## config.mk

```make
export PLATFORM = sky130hd
export DESIGN_NAME = kanagawa_show_ahead_multi_channel_fifo
export DESIGN_NICKNAME = d
export VERILOG_FILES = /design/src/rtl/kanagawa_show_ahead_fifo_pkg.sv /design/src/rtl/kanagawa_show_ahead_fifo_channel.sv /design/src/rtl/kanagawa_show_ahead_multi_channel_fifo.sv
export SDC_FILE = /design/constraint.sdc
export NUM_CORES = 1
export LEC_CHECK = 0
export CORE_MARGIN = 8
export CORE_UTILIZATION = 34
export CTS_BUF_LIST = sky130_fd_sc_hd__clkbuf_2 sky130_fd_sc_hd__clkbuf_4 sky130_fd_sc_hd__clkbuf_8
export DETAILED_ROUTE_END_ITERATION = 16
export SLEW_MARGIN = 20
export SYNTH_ARGS = -nofsm -noshare
export SYNTH_HDL_FRONTEND = slang
export SYNTH_SLANG_ARGS = --single-unit
```

## constraint.sdc

```tcl
create_clock -name clock -period 6.29 [get_ports clock]
set_input_delay 1.5725 -clock clock [delete_from_list [all_inputs] [get_ports clock]]
set_output_delay 1.5725 -clock clock [all_outputs]
set_load 0.005 [all_outputs]
```

## src/rtl/kanagawa_show_ahead_fifo_pkg.sv

```systemverilog
// ============================================================================
// Module   : kanagawa_show_ahead_fifo_pkg
// Brief    : Sizing, threshold and packed-slice helpers for the show-ahead FIFOs
// Revision : 1.0
// ============================================================================
`default_nettype none

package kanagawa_show_ahead_fifo_pkg;

  function automatic int count_width(input int depth);
    return $clog2(depth) + 1;
  endfunction

  function automatic int chan_width(input int num_channels);
    return (num_channels > 1) ? $clog2(num_channels) : 1;
  endfunction

  function automatic int almost_full_val(input int depth, input int entries);
    return depth - entries;
  endfunction

  function automatic int slice_lo(input int idx, input int w);
    return idx * w;
  endfunction

endpackage

`default_nettype wire

```

## src/rtl/kanagawa_show_ahead_fifo_channel.sv

```systemverilog
// ============================================================================
// Module   : kanagawa_show_ahead_fifo_channel
// Brief    : One show-ahead register FIFO; storage style chosen by MUX_ON_READ
// Revision : 1.0
// ============================================================================
`default_nettype none

module kanagawa_show_ahead_fifo_channel
  import kanagawa_show_ahead_fifo_pkg::*;
#(
  parameter int DEPTH              = 7,
  parameter int LOG_DEPTH          = $clog2(DEPTH),
  parameter int WIDTH              = 32,
  parameter int ALMOSTFULL_ENTRIES = 2,
  parameter int ALMOSTEMPTY_VAL    = 3,
  parameter int MUX_ON_READ        = 1
) (
  input  logic                 clk,
  input  logic                 rst,
  input  logic                 wr_accept,
  input  logic [WIDTH-1:0]     data,
  input  logic                 rdreq,
  output logic                 full,
  output logic                 almost_full,
  output logic                 empty,
  output logic                 almost_empty,
  output logic [LOG_DEPTH:0]   usedw,
  output logic [WIDTH-1:0]     q
);

  localparam int CW       = LOG_DEPTH + 1;
  localparam int C_AF_VAL = almost_full_val(DEPTH, ALMOSTFULL_ENTRIES);

  logic [CW-1:0] r_count;
  logic [CW-1:0] w_count_next;
  logic          r_full;
  logic          r_almost_full;
  logic          r_empty;
  logic          r_almost_empty;
  logic          w_rd_accept;

  // An empty channel never pops, even if a write lands in the same cycle.
  assign w_rd_accept = rdreq && !r_empty;

  always_comb begin
    w_count_next = r_count;
    if (wr_accept && !w_rd_accept) begin
      w_count_next = r_count + CW'(1);
    end else if (!wr_accept && w_rd_accept) begin
      w_count_next = r_count - CW'(1);
    end
  end

  always_ff @(posedge clk) begin
    if (rst) begin
      r_count        <= '0;
      r_full         <= 1'b0;
      r_almost_full  <= 1'b0;
      r_empty        <= 1'b1;
      r_almost_empty <= 1'b1;
    end else begin
      r_count        <= w_count_next;
      r_full         <= (int'(w_count_next) == DEPTH);
      r_almost_full  <= (int'(w_count_next) >= C_AF_VAL);
      r_empty        <= (w_count_next == '0);
      r_almost_empty <= (int'(w_count_next) <= ALMOSTEMPTY_VAL);
    end
  end

  assign full         = r_full;
  assign almost_full  = r_almost_full;
  assign empty        = r_empty;
  assign almost_empty = r_almost_empty;
  assign usedw        = r_count;

  generate
    if (MUX_ON_READ != 0) begin : g_mux_on_read
      logic [WIDTH-1:0]     r_mem [DEPTH];
      logic [LOG_DEPTH-1:0] r_wr_ptr;
      logic [LOG_DEPTH-1:0] r_rd_ptr;

      // Pointers wrap explicitly so non-power-of-two depths work.
      always_ff @(posedge clk) begin
        if (rst) begin
          r_wr_ptr <= '0;
          r_rd_ptr <= '0;
        end else begin
          if (wr_accept) begin
            r_wr_ptr <= (r_wr_ptr == LOG_DEPTH'(DEPTH - 1)) ? '0 : r_wr_ptr + LOG_DEPTH'(1);
          end
          if (w_rd_accept) begin
            r_rd_ptr <= (r_rd_ptr == LOG_DEPTH'(DEPTH - 1)) ? '0 : r_rd_ptr + LOG_DEPTH'(1);
          end
        end
      end

      always_ff @(posedge clk) begin
        if (wr_accept) begin
          r_mem[r_wr_ptr] <= data;
        end
      end

      assign q = r_mem[r_rd_ptr];
    end else begin : g_shift_to_head
      logic [WIDTH-1:0]     r_mem [DEPTH];
      logic [LOG_DEPTH-1:0] w_wr_idx;

      // Entry 0 is always the head; a simultaneous pop moves the tail slot down.
      assign w_wr_idx = LOG_DEPTH'(r_count - CW'(w_rd_accept));

      always_ff @(posedge clk) begin
        if (w_rd_accept) begin
          for (int i = 0; i < DEPTH - 1; i++) begin
            r_mem[i] <= r_mem[i+1];
          end
        end
        if (wr_accept) begin
          r_mem[w_wr_idx] <= data;
        end
      end

      assign q = r_mem[0];
    end
  endgenerate

endmodule

`default_nettype wire

```

## src/rtl/kanagawa_show_ahead_multi_channel_fifo.sv

```systemverilog
// ============================================================================
// Module   : kanagawa_show_ahead_multi_channel_fifo
// Brief    : NUM_CHANNELS show-ahead FIFOs behind one steered write port.
//            KANAGAWA_FIFO_ERROR_FLAGS_EN enables sticky overflow/underflow.
// Revision : 1.0
// ============================================================================
`default_nettype none

module kanagawa_show_ahead_multi_channel_fifo
  import kanagawa_show_ahead_fifo_pkg::*;
#(
  parameter int NUM_CHANNELS       = 4,
  parameter int DEPTH              = 7,
  parameter int LOG_DEPTH          = $clog2(DEPTH),
  parameter int WIDTH              = 32,
  parameter int ALMOSTFULL_ENTRIES = 2,
  parameter int ALMOSTEMPTY_VAL    = 3,
  parameter int MUX_ON_READ        = 1,
  parameter int CHAN_W             = chan_width(NUM_CHANNELS)
) (
  input  logic                                  clock,
  input  logic                                  rst,
  input  logic                                  wrreq,
  input  logic [CHAN_W-1:0]                     wr_chan,
  input  logic [WIDTH-1:0]                      data,
  input  logic [NUM_CHANNELS-1:0]               rdreq,
  output logic [NUM_CHANNELS-1:0]               full,
  output logic [NUM_CHANNELS-1:0]               almost_full,
  output logic [NUM_CHANNELS*(LOG_DEPTH+1)-1:0] usedw,
  output logic [NUM_CHANNELS-1:0]               empty,
  output logic [NUM_CHANNELS-1:0]               almost_empty,
  output logic [NUM_CHANNELS*WIDTH-1:0]         q,
  output logic [NUM_CHANNELS-1:0]               overflow,
  output logic [NUM_CHANNELS-1:0]               underflow
);

  localparam int UW = LOG_DEPTH + 1;

  logic                    r_rst_delayed;
  logic                    w_guard;
  logic [NUM_CHANNELS-1:0] w_sel;
  logic [NUM_CHANNELS-1:0] w_wr_accept;
  logic [NUM_CHANNELS-1:0] w_full_ch;
  logic [NUM_CHANNELS-1:0] w_af_ch;

  always_ff @(posedge clock) begin
    r_rst_delayed <= rst;
  end

  // Producers see every channel as full until the FIFOs have settled.
  assign w_guard     = rst || r_rst_delayed;
  assign full        = w_full_ch | {NUM_CHANNELS{w_guard}};
  assign almost_full = w_af_ch   | {NUM_CHANNELS{w_guard}};
  assign w_wr_accept = w_sel & ~full;

  generate
    for (genvar c = 0; c < NUM_CHANNELS; c++) begin : g_chan
      // Out-of-range channel indices match nothing and are dropped.
      assign w_sel[c] = wrreq && (int'(wr_chan) == c);

      kanagawa_show_ahead_fifo_channel #(
        .DEPTH              (DEPTH),
        .LOG_DEPTH          (LOG_DEPTH),
        .WIDTH              (WIDTH),
        .ALMOSTFULL_ENTRIES (ALMOSTFULL_ENTRIES),
        .ALMOSTEMPTY_VAL    (ALMOSTEMPTY_VAL),
        .MUX_ON_READ        (MUX_ON_READ)
      ) u_chan (
        .clk          (clock),
        .rst          (rst),
        .wr_accept    (w_wr_accept[c]),
        .data         (data),
        .rdreq        (rdreq[c]),
        .full         (w_full_ch[c]),
        .almost_full  (w_af_ch[c]),
        .empty        (empty[c]),
        .almost_empty (almost_empty[c]),
        .usedw        (usedw[slice_lo(c, UW) +: UW]),
        .q            (q[slice_lo(c, WIDTH) +: WIDTH])
      );
    end
  endgenerate

`ifdef KANAGAWA_FIFO_ERROR_FLAGS_EN
  logic [NUM_CHANNELS-1:0] r_overflow;
  logic [NUM_CHANNELS-1:0] r_underflow;

  always_ff @(posedge clock) begin
    if (rst) begin
      r_overflow  <= '0;
      r_underflow <= '0;
    end else begin
      r_overflow  <= r_overflow  | (w_sel & full);
      r_underflow <= r_underflow | (rdreq & empty);
    end
  end

`ifndef SYNTHESIS
  always_ff @(posedge clock) begin
    if (!rst) begin
      for (int c = 0; c < NUM_CHANNELS; c++) begin
        if (w_sel[c] && full[c])   $error("overflow on channel %0d", c);
        if (rdreq[c] && empty[c]) $error("underflow on channel %0d", c);
      end
    end
  end
`endif

  assign overflow  = r_overflow;
  assign underflow = r_underflow;
`else
  assign overflow  = '0;
  assign underflow = '0;
`endif

endmodule

`default_nettype wire
```

# Word-level counts from Yosys, hierarchy flattened
# Memory sizes are Yosys's and may differ from the RTL's. A register that Yosys moved wholly into a read port is not among the register bits.
# Index checks and enable logic that the tools add are counted.
# classes
n_addsub,16
multipliers,0
div,0
order_cmp,8
eq_ne,15
shift,0
n_mux,32
bitwise,4
n_reduce_logical,34
# op_table
op,count
3-bit two-way mux,16
4-bit two-way mux,8
3-bit by 1-bit adder with 3-bit output (second input constant),8
3-bit == test (second input constant),8
4-bit by 1-bit adder with 4-bit output (second input constant),4
4-bit == test (second input constant),4
4-bit by 3-bit >= comparator with 1-bit output (second input constant),4
4-bit by 2-bit less-or-equal comparator with 1-bit output (second input constant),4
1-bit logical AND,16
4-bit logical NOT,4
4-bit by 1-bit subtractor with 4-bit output (second input constant),4
1-bit logical NOT,12
1-bit two-way mux,8
4-bit bitwise OR,2
4-bit AND,1
2-bit == test (second input constant),2
4-bit NOT,1
2-bit by 1-bit == test with 1-bit output (second input constant),1
2-bit logical NOT,1
1-bit logical OR,1
# word_totals
register_bits,57
latchBits,0
ram_bits,896
rom_bits,0
out_inout_bits,168
wordCells,142
memories,4
# mem_list
name,depth,word_bits,read_ports,rd_ports_with_merged_regs,write_ports,line_no,source
g_chan[0].u_chan.g_mux_on_read.r_mem,7,32,1,1,1,kanagawa_show_ahead_fifo_channel.sv:78,logic [WIDTH-1:0] r_mem [DEPTH];
g_chan[1].u_chan.g_mux_on_read.r_mem,7,32,1,1,1,kanagawa_show_ahead_fifo_channel.sv:78,
g_chan[2].u_chan.g_mux_on_read.r_mem,7,32,1,1,1,kanagawa_show_ahead_fifo_channel.sv:78,
g_chan[3].u_chan.g_mux_on_read.r_mem,7,32,1,1,1,kanagawa_show_ahead_fifo_channel.sv:78,

# Longest topological paths before layout
# depth
ltp_word,9
depth_mapped,6

# Cells and area by module
# From an unflattened synthesis, not the netlist that was laid out.
# unflattened
cells_unflattened,2023
hier_area_um2,37478.4
# by_module_without_submodules
module,n_inst,cells_each,area_each_um2
kanagawa_show_ahead_fifo_channel (g_chan[0].u_chan ...),2,499,9323.9
kanagawa_show_ahead_fifo_channel (g_chan[2].u_chan ...),2,500,9316.4
kanagawa_show_ahead_multi_channel_fifo,1,25,197.7

# Worst setup path after synthesis
# No wires, ideal clock.
# synth_path
path_type,input port to flip-flop
startpoint,in rst
endpoint,mem g_chan[2].u_chan.g_mux_on_read.r_mem[2][0] (enable)
arrival_ns,5.598
required_ns,5.777
path_slack_ns,0.179
cell_stages,4
path_cell_list,and4bb_2 -> clkbuf_1 -> nand2_1 -> nor4b_1
# synth_between
elab_chain_len,6
# synth_rtl
item,line_no,source
start: declaration,kanagawa_show_ahead_multi_channel_fifo.sv:22,"input logic rst,"
1-bit logical OR,kanagawa_show_ahead_multi_channel_fifo.sv:51,assign w_guard = rst || r_rst_delayed;
4-bit bitwise OR,kanagawa_show_ahead_multi_channel_fifo.sv:52,assign full = w_full_ch | {NUM_CHANNELS{w_guard}};
4-bit NOT,kanagawa_show_ahead_multi_channel_fifo.sv:54,assign w_wr_accept = w_sel & ~full;
4-bit AND,kanagawa_show_ahead_multi_channel_fifo.sv:54,
1-bit two-way mux,kanagawa_show_ahead_fifo_channel.sv:98,if (wr_accept) begin
1-bit two-way mux (implied by the code),kanagawa_show_ahead_fifo_channel.sv:99,r_mem[r_wr_ptr] <= data;
end: declaration,kanagawa_show_ahead_fifo_channel.sv:78,
# No other way between the ends.

==> results.yml <==
synth:
  yosys.area_share.xor_xnor: 0.00258
  synth_most_common_cell: "edfxtp_1"
  syn_inst: 2007
  synthTopCellsByCount: "edfxtp_1, nand2_1, o21ai_0"
  avgSynthCellArea_sq_um: 18.6
  synth_ff_type: "edfxtp_1"
  yosysWarnings: 0
  ys_types: 68
  synth_area_sq_mm: 0.0374
  synth_top_area_frac: 0.720
  ys_seq_area_frac: 0.757
  synth.top_cells.by_area: "edfxtp_1, mux4_2, mux2_2, dfxtp_1, mux2i_1"
  synth_top_family_by_area: "multiplexers"
  synth_seq_cells: 965
  synth_edf_count: 896
  async_flop_share: 0
  synth_top_cell_by_area: "edfxtp_1"
  synth.area.mux_share: 0.153
  synth_adder_area_share: 0.00268
  yosys.area_share.simple: 0.0362
  synth_compound_area_frac: 0.0334
global_routing:
  grt_first_pass_wirelength_mm: 129
  grtUsageTotal: 0.143
  grtUsageMet2: 0.238
  grt_antenna_before_repair: 6
  grt.busiest_layer: "met2"
  gr-usage-met1: 0.181
  overflow: 0
  grt_pass1_vias: 20000
  grt_start_max_net_pins: 97
  use_met3: 0.0356
die:
  die_y_um: 348
  die_w_um: 348
  pin_count: 209
  start_util: 0.343
  core_area_sq_mm: 0.109
  die_area_sq_mm: 0.121
  rows: 121
worst_setup_path:
  arrival_ns: 3.46
  startpoint_type: "flip-flop"
  critPathCaptureType: "output pin"
  critPathRequiredTime_ns: 4.72
  cp_max_fo: 39
  path_class: "flip-flop to output pin"
clock_network:
  post_cts_resized: 0
  cts_buffers: 156
  path_clk_slew_ns: 0.06
  cts_max_path_buffers: 3
  hold_buffers: 0
  clk_latency_ns: 0.80
  htreeDepth: 4
  postCtsSetupBuffers: 0
  cts_tree: "yes"
  cts_sinks: 965
  cts_root_buffer: "clkbuf_8"
detailed_routing:
  first_pass_iters: 5
  antenna_left: 0
  drcViolationCount: 0
  drtIter0Drc: 1363
  routedWlPerCell_um: 22.9
  vias: 19100
  routed_wl_mm: 88.4
  vias_per_cell: 4.95
timing:
  setup_viol: 0
  finalCritPeriodShare: 0.800
  fmax_ghz: 0.199
  rsz0062_at_grt: "no"
  fin_setup_tns_ns: 0
  finClkSkew_ns: 0.0388
  tightest_slew_ns: 1.05
  relSlewSlack: 0.296
  hold_viol_final: 0
  post-route-min-period_ns: 5.03
  whs_ns: 0.529
  slew_viol_final: 0
hold_path:
  hold_class: "flip-flop to flip-flop"
final_layout:
  layout-drive-gt1-share: 0.256
  areaGrowthSynthToFinish_pct: 18.8
  nNetsFinal: 2374
power:
  power.density_mw_per_mm2: 319
  peakVddDrop_uv: 210
  p_leak_nw: 13.7
placement:
  hpwl_mm: 50.9
  gp_congestion: 0.762
  port_buffers: 200
flow_run:
  timing.max_cap.violations: 0
status:
  outcome: "completed"
## power breakdown
group	switching (mW)	total, mW	internal (mW)
Combinational	0.736	1.66	0.921
Clock	2.39	5.19	2.79
Sequential	0.234	7.34	7.11
## cell type report
type                       count  area, sq um
clock inverter                64          375
fill                        9650        64600
clock buffer                 215         2630
tap                         1414         1770
antenna                        5         12.5
timing repair buffer         272         2580
multi-input combinational    919         8680
inverter                      11         41.3
sequential                   965        28300
## critical path, cell delays in order, from the launching register on
cell and delay (ns):
dfxtp_4 0.86, buf_4 0.44, mux4_2 0.53, mux2_2 0.31, clkdlybuf4s50_1 0.48
## flip-flops by register name, summed over array words and instances (netlist names), named ones only
register                              flops
r_rst_delayed                             1
g_chan.u_chan.empty                       4
g_chan.u_chan.almost_full                 4
g_chan.u_chan.g_mux_on_read.r_mem       896
g_chan.u_chan.full                        4
g_chan.u_chan.g_mux_on_read.r_wr_ptr     12
g_chan.u_chan.usedw                      16
g_chan.u_chan.g_mux_on_read.r_rd_ptr     12
g_chan.u_chan.almost_empty                4
## metal layers
metal / wire length (um) / up-vias
li1: - / 8606
met1: 38000 / 9923
met2: 42900 / 462
met3: 5170 / 138
met4: 2360 / 2
met5: 13 / -
## path summary, 6_finish.rpt
| kind | depth (start not counted) | end | from | slack [ns] |
|---|---|---|---|---|
| max | 4 | q[6] | flip-flop | 1.26 |
| min | 2 | flip-flop | g_chan[3].u_chan.g_mux_on_read.r_rd_ptr[2] | 0.53 |
| max reg2reg | 6 | g_chan[1].u_chan.g_mux_on_read.r_mem[1][31] | r_rst_delayed | 3.32 |
| min reg2reg | 2 | flip-flop | g_chan[3].u_chan.g_mux_on_read.r_rd_ptr[2] | 0.53 |
## cells in the final DEF, fill, tap and decap left out, types with 6 or more instances in the layout
cell type,count
buf_4,69
nor2b_1,9
a21oi_1,30
mux2_2,131
or3_1,9
nor2_1,35
a211oi_1,12
mux4_2,128
and3_1,6
inv_1,11
edfxtp_1,896
dfxtp_1,58
nor3_1,8
clkbuf_8,162
ha_1,8
nand2_1,154
clkinv_2,15
dfxtp_4,7
nor3_2,9
xnor2_1,8
conb_1,8
clkdlybuf4s50_1,198
clkbuf_4,53
clkinv_1,36
nor2_4,8
o21ai_0,134
mux2i_1,131
nand2b_1,9
nand3_1,9
## cells by family after synthesis
kind of cell               after synthesis
AOI/OAI and AO/OA                      214
xor gates and xnor gates                11
adders and majority gates                8
buffers and inverters                  130
DFF                                    965
muxes                                  392
other                                    1
and+or+nand+nor                        286
## metrics by stage
step	total power, mW	util	area [sq um]	setup slack [ns]	cells
2_1_floorplan	8.34	-	37400	0.179	2014
3_3_place_gp	9.12	0.379	41300	1.68	3578
3_5_place_dp	9.16	0.380	41400	1.63	3580
4_1_cts	14.4	0.407	44400	1.09	3859
5_1_grt	14.7	0.407	44400	1.02	3861
6_report	14.2	0.407	44400	1.26	3865
No activity file was read; power rests on OpenSTA's default activity.
